`src/rtl/avalon_write_master.sv`:
```
// Avalon-MM write master: packs a user byte stream into 32-bit words and writes them from a base address.
// Optional feature macro WRITE_MASTER_EARLY_DONE_EN adds control_early_done.
module avalon_write_master #(
  parameter int ADDRESSWIDTH   = 32,
  parameter int FIFODEPTH      = 16,
  parameter int FIFODEPTH_LOG2 = 4
) (
  input  logic                    clk,
  input  logic                    reset_n,
  input  logic                    control_fixed_location,
  input  logic [31:0]             control_write_base,
  input  logic [31:0]             control_write_length,
  input  logic                    control_go,
  output logic                    control_done,
`ifdef WRITE_MASTER_EARLY_DONE_EN
  output logic                    control_early_done,
`endif
  input  logic                    user_write_buffer,
  input  logic [7:0]              user_buffer_input_data,
  output logic                    user_buffer_full,
  output logic [ADDRESSWIDTH-1:0] master_address,
  output logic                    master_write,
  output logic [3:0]              master_byteenable,
  output logic [31:0]             master_writedata,
  input  logic                    master_waitrequest
);

  typedef enum logic [1:0] {S_IDLE, S_RUN, S_DRAIN} state_t;

  localparam logic [FIFODEPTH_LOG2:0]   CNT_ONE  = (FIFODEPTH_LOG2+1)'(1);
  localparam logic [FIFODEPTH_LOG2:0]   CNT_FULL = (FIFODEPTH_LOG2+1)'(FIFODEPTH);
  localparam logic [FIFODEPTH_LOG2-1:0] PTR_ONE  = FIFODEPTH_LOG2'(1);

  state_t                    state_q, state_d;
  logic                      done_q, done_d;
  logic                      fixed_q, fixed_d;
  logic [31:0]               length_q, length_d;
  logic [31:0]               bytes_q, bytes_d;
  logic [1:0]                lane_q, lane_d;
  logic [23:0]               pack_q, pack_d;
  logic [ADDRESSWIDTH-1:0]   addr_q, addr_d;
  logic                      write_q, write_d;
  logic [FIFODEPTH_LOG2-1:0] wr_ptr_q, wr_ptr_d, rd_ptr_q, rd_ptr_d;
  logic [FIFODEPTH_LOG2:0]   count_q, count_d;
  logic [35:0]               fifo_mem_q [FIFODEPTH];
`ifdef WRITE_MASTER_EARLY_DONE_EN
  logic                      early_done_q, early_done_d;
`endif

  logic        fifo_full, capture, last_byte, push, pop;
  logic [31:0] word_data;
  logic [3:0]  word_be;
  logic [35:0] head;

  assign fifo_full        = (count_q == CNT_FULL);
  assign user_buffer_full = (state_q != S_RUN) | fifo_full | (bytes_q == length_q);
  assign capture          = user_write_buffer & ~user_buffer_full;
  assign last_byte        = (bytes_q + 32'd1) == length_q;
  assign push             = capture & ((lane_q == 2'd3) | last_byte);
  assign pop              = write_q & ~master_waitrequest;

  // Little-endian lane placement of the incoming byte; unused upper lanes stay zero.
  always_comb begin
    word_data = {8'h00, pack_q};
    word_be   = 4'hF;
    case (lane_q)
      2'd0:    begin word_data[7:0]   = user_buffer_input_data; word_be = 4'h1; end
      2'd1:    begin word_data[15:8]  = user_buffer_input_data; word_be = 4'h3; end
      2'd2:    begin word_data[23:16] = user_buffer_input_data; word_be = 4'h7; end
      default: begin word_data[31:24] = user_buffer_input_data; word_be = 4'hF; end
    endcase
  end

  always_comb begin
    state_d  = state_q;
    done_d   = done_q;
    fixed_d  = fixed_q;
    length_d = length_q;
    bytes_d  = bytes_q;
    lane_d   = lane_q;
    pack_d   = pack_q;
    addr_d   = addr_q;
    wr_ptr_d = push ? wr_ptr_q + PTR_ONE : wr_ptr_q;
    rd_ptr_d = pop  ? rd_ptr_q + PTR_ONE : rd_ptr_q;
`ifdef WRITE_MASTER_EARLY_DONE_EN
    early_done_d = early_done_q;
`endif
    case ({push, pop})
      2'b10:   count_d = count_q + CNT_ONE;
      2'b01:   count_d = count_q - CNT_ONE;
      default: count_d = count_q;
    endcase
    // Write is raised only from a word already sitting in the FIFO, and held while words remain.
    write_d = (count_q != '0) && (count_d != '0);
    if (pop && !fixed_q) addr_d = addr_q + ADDRESSWIDTH'(4);
    if (capture) begin
      bytes_d = bytes_q + 32'd1;
      if (push) begin
        lane_d = 2'd0;
        pack_d = '0;
      end else begin
        lane_d = lane_q + 2'd1;
        pack_d = word_data[23:0];
      end
    end
    case (state_q)
      S_IDLE: begin
        if (control_go) begin
          fixed_d  = control_fixed_location;
          length_d = control_write_length;
          bytes_d  = '0;
          lane_d   = 2'd0;
          pack_d   = '0;
          addr_d   = ADDRESSWIDTH'(control_write_base & 32'hFFFF_FFFC);
          done_d   = 1'b0;
          state_d  = (control_write_length == 32'd0) ? S_DRAIN : S_RUN;
`ifdef WRITE_MASTER_EARLY_DONE_EN
          early_done_d = 1'b0;
`endif
        end
      end
      S_RUN: begin
        if (capture && last_byte) begin
          state_d = S_DRAIN;
`ifdef WRITE_MASTER_EARLY_DONE_EN
          early_done_d = 1'b1;
`endif
        end
      end
      default: begin
        if (count_q == '0 && !write_q) begin
          state_d = S_IDLE;
          done_d  = 1'b1;
`ifdef WRITE_MASTER_EARLY_DONE_EN
          early_done_d = 1'b1;
`endif
        end
      end
    endcase
  end

  always_ff @(posedge clk or negedge reset_n) begin
    if (!reset_n) begin
      state_q  <= S_IDLE;
      done_q   <= 1'b1;
      fixed_q  <= 1'b0;
      length_q <= '0;
      bytes_q  <= '0;
      lane_q   <= 2'd0;
      pack_q   <= '0;
      addr_q   <= '0;
      write_q  <= 1'b0;
      wr_ptr_q <= '0;
      rd_ptr_q <= '0;
      count_q  <= '0;
`ifdef WRITE_MASTER_EARLY_DONE_EN
      early_done_q <= 1'b1;
`endif
    end else begin
      state_q  <= state_d;
      done_q   <= done_d;
      fixed_q  <= fixed_d;
      length_q <= length_d;
      bytes_q  <= bytes_d;
      lane_q   <= lane_d;
      pack_q   <= pack_d;
      addr_q   <= addr_d;
      write_q  <= write_d;
      wr_ptr_q <= wr_ptr_d;
      rd_ptr_q <= rd_ptr_d;
      count_q  <= count_d;
`ifdef WRITE_MASTER_EARLY_DONE_EN
      early_done_q <= early_done_d;
`endif
    end
  end

  // Word storage carries no reset; outputs are gated by write_q so reset still reads as zero.
  always_ff @(posedge clk) begin
    if (push) fifo_mem_q[wr_ptr_q] <= {word_be, word_data};
  end

  assign head              = fifo_mem_q[rd_ptr_q];
  assign control_done      = done_q;
  assign master_address    = addr_q;
  assign master_write      = write_q;
  assign master_writedata  = write_q ? head[31:0]  : 32'h0;
  assign master_byteenable = write_q ? head[35:32] : 4'h0;
`ifdef WRITE_MASTER_EARLY_DONE_EN
  assign control_early_done = early_done_q;
`endif

endmodule

```
`config.mk`:
```
export PLATFORM = sky130hd
export DESIGN_NAME = avalon_write_master
export DESIGN_NICKNAME = d
export VERILOG_FILES = /design/src/rtl/avalon_write_master.sv
export SDC_FILE = /design/constraint.sdc
export NUM_CORES = 1
export LEC_CHECK = 0
export CAP_MARGIN = 20
export CORE_ASPECT_RATIO = 0.7
export CORE_UTILIZATION = 58
export CTS_CLUSTER_DIAMETER = 200
export DETAILED_ROUTE_END_ITERATION = 8
export HOLD_SLACK_MARGIN = 0.15
export PLACE_DENSITY = 0.77
export SLEW_MARGIN = 20
export SYNTH_ARGS = -nofsm -noshare
export SYNTH_HDL_FRONTEND = slang
export SYNTH_SLANG_ARGS = --single-unit
```
`constraint.sdc`:
```
create_clock -name clk -period 7.6 [get_ports clk]
set_input_delay 0.76 -clock clk [delete_from_list [all_inputs] [get_ports clk]]
set_output_delay 0.76 -clock clk [all_outputs]
set_load 0.02 [all_outputs]
```
==> qor.txt <==
Via density = 6.32
pwr/cell area = 377 nW/µm²
dpl ws = 2.23 ns
actual slew at the worst max-slew pin = 1.12 ns
Layout Nets = 1,876
Setup Skew = 0.0241 ns
status = completed
post-detail-place hpwl = 38,100 µm
minimum clock period = 5.51 ns
Routability Congestion = 0.907
f_max = 181 MHz
Ys Warns = 0
Synth Area in Simple Gates = 0.0623
Avg Inst Size Synth = 17.9 µm²
Max Slew Vio Count = 0
CP Data Required Time = 8.08 ns
NetSw = 3.96 mW
Detail Route Antenna Nets = 0
average routed wire per standard cell = 26.7 µm
Die Area = 51,300 µm²
Synth Flop Type = edfxtp_1
period utilisation layout = 0.725
largest family of logic cells by synthesized area = multiplexers
Worst-Skew Late Latency = 0.60 ns
largest net degree at the start of global routing = 95
mux cell area share after synthesis = 0.159
CTS resizes = 0
Core Area = 49,500 µm²
Startpoint Class = register
Syn-to-layout area delta = 14.3%
clk slew on worst S/H paths = 0.06 ns
DRT Wirelength = 66,600 µm
Post-synth EDFFs = 560
fin area = 33,400 µm²
footprint of the multi-input gates = 8510 µm²
Int Power = 8.61 mW
synthesis-stage register bit count = 698
Setup Buffers After CTS = 0
Reg-to-Reg Start = bytes_q[0]
Rel. slew slack = 0.256
Yosys top cell area share = 0.576
area leader, netlist = edfxtp_1
logic gate share of total power = 0.328
H-tree Lvls = 3
reg2reg end = master_write
sw frac = 0.315
Starting Density = 0.590
register area share after synthesis = 0.694
final setup violation count = 0
CP Max Fanout = 17
setup TNS = 0 ns
max cap viols = 0
number of port buffers = 144
first-pass GRT wire length = 99,700 µm
Cell Area, Synth = 29,200 µm²
Hold Buf Count CTS = 0
R2R Setup Slk = 2.09 ns
DRT iter0 DRCs = 1,789
FP Rows = 68
vias in the first global route = 15,700
overall power = 12.6 mW
DRC = 0
Arr. time, crit path = 5.99 ns
Final WS setup = 2.09 ns
Seq pwr share = 0.425
Mapped Cells = 1,634
Die H = 190 µm
RSZ-0062 raised after global routing = no
grt ovf = 0
clock share of power = 0.247
Synth Area in Compound Gates = 0.0261
Fillers = 3,194
CTS tree = yes
CTS root buffer = clkbuf_16
antenna violations before repair = 0
total I/O pin count = 149
asr flop ratio synth = 0.198
R2R depth = 17
critical path capture point type = register
Sink Count = 698
XOR/XNOR Fraction of Synth Area = 0.0345
CTS buffer count = 66
total track usage = 0.265
Detailed Routing Iterations Pass 1 = 5
CTS Buffer Depth = 3
critical path class = register to register
vias = 15,800
most frequent cells in the layout = edfxtp_1, mux4_2, clkdlybuf4s50_1
worst hold path class = primary input to asynchronous set/reset pin
DIE WIDTH = 270 µm
final hold vios = 0
post-synthesis adder-cell area fraction = 0.00797
most common cell after layout, fill and taps aside = edfxtp_1
Post-DP Area = 31,400 µm²
register area = 20,300 µm²
layout cells sized above 1 = 0.213
synth top area cells = edfxtp_1, mux4_2, dfrtp_1
leakage = 11.3 nW
Synth cell types = 62
peak supply drop = 330 µV
-- per-stage QoR --
| step | util | hold slack, ns | cells |
|---|---|---|---|
| floorplan | - | 0.464 | 1635 |
| global placement | 0.633 | 0.484 | 2376 |
| detailed placement | 0.634 | 0.490 | 2377 |
| CTS | 0.674 | 0.203 | 2493 |
| global route | 0.674 | 0.240 | 2493 |
| finish | 0.674 | 0.194 | 2494 |
-- kinds of logic (layout without fill, tap and decap cells) --
group / after synthesis / in the layout
flip-flops: 698 / 698
AND/OR/NAND/NOR: 336 / 336
multiplexers: 237 / 237
AO/OA/AOI/OAI: 115 / 115
XOR/XNOR: 115 / 115
buffers and inverters: 114 / 307
adder cells (fa/ha/maj): 18 / 18
other: 1 / 3
-- layer usage --
metal / share of wire / vias to the layer above / global-route usage
met5: 0 / - / 0
met4: 0.020 / 0 / 0.0656
met3: 0.079 / 96 / 0.0466
met2: 0.47 / 687 / 0.400
met1: 0.43 / 8258 / 0.408
li1: - / 6721 / -
-- layout make-up --
class                      instances  area share
multi-input combinational        823       0.255
sequential                       698       0.608
antenna                            1   0.0000750
inverter                          19     0.00214
clock buffer                      94      0.0548
tap                              665      0.0249
timing repair buffer             172      0.0505
clock inverter                    22     0.00443
-- power groups by stage --
stage               clock [mW]  sequential [mW]  combinational [mW]
floorplan                    0             5.21                2.86
global placement             0             5.39                4.01
detailed placement           0             5.41                4.10
CTS                       3.14             5.34                4.14
global route              3.27             5.39                4.40
finish                    3.10             5.34                4.13
-- Yosys cell counts (all sizes together), types with 2 or more instances --
master and instances:
edfxtp 560, mux4 175, dfrtp 137, nand2 75, clkbuf 63, xor2 63
mux2 58, nor2 53, xnor2 52, and2 50, o21ai 47, nand4 39
buf 32, and3 26, nand3 25, a22o 24, inv 19, nor4 18
ha 17, a21oi 12, nor3 9, and4 7, nand2b 7, or2 6
or3 6, a31o 5, nor2b 5, a211oi 4, mux2i 4, o31ai 4
or4 4, a31oi 3, o2111ai 3, a21boi 2, a21o 2, a22oi 2
nor3b 2
-- worst max-delay path by stage --
stage | from | endpoint | slack (ns) | cells past startpoint
final | bytes_q[0] | master_write | 2.09 | 17
after global routing | bytes_q[0] | master_write | 1.80 | 17
after CTS | bytes_q[0] | master_write | 2.13 | 17
after detailed placement | bytes_q[0] | master_write | 2.23 | 17
after global placement | bytes_q[0] | master_write | 2.26 | 17
after floorplan | bytes_q[0] | fifo_mem_q[3][0] | 2.11 | 10
-- flip-flops by register name, indices dropped and copies added, names as in the netlist --
signal	flops
count_q	5
wr_ptr_q	4
lane_q	2
fifo_mem_q	560
control_done	1
master_write	1
length_q	32
state_q	2
pack_q	24
rd_ptr_q	4
bytes_q	32
master_address	30
fixed_q	1
-- worst max-delay path, stage by stage (launching register included) --
cell	delay (ns)
dfrtp_1	0.52
ha_1	0.41
inv_1	0.17
or4_4	0.60
or3_1	0.37
a311oi_1	0.32
o21ai_1	0.17
nor4_4	0.53
or2_1	0.47
inv_1	0.09
ha_1	0.30
fa_1	0.44
a21o_1	0.18
a21oi_1	0.18
xnor2_1	0.14
nand2b_1	0.08
xnor2_1	0.14
o31a_1	0.28
(Power assumes the default switching activity.)
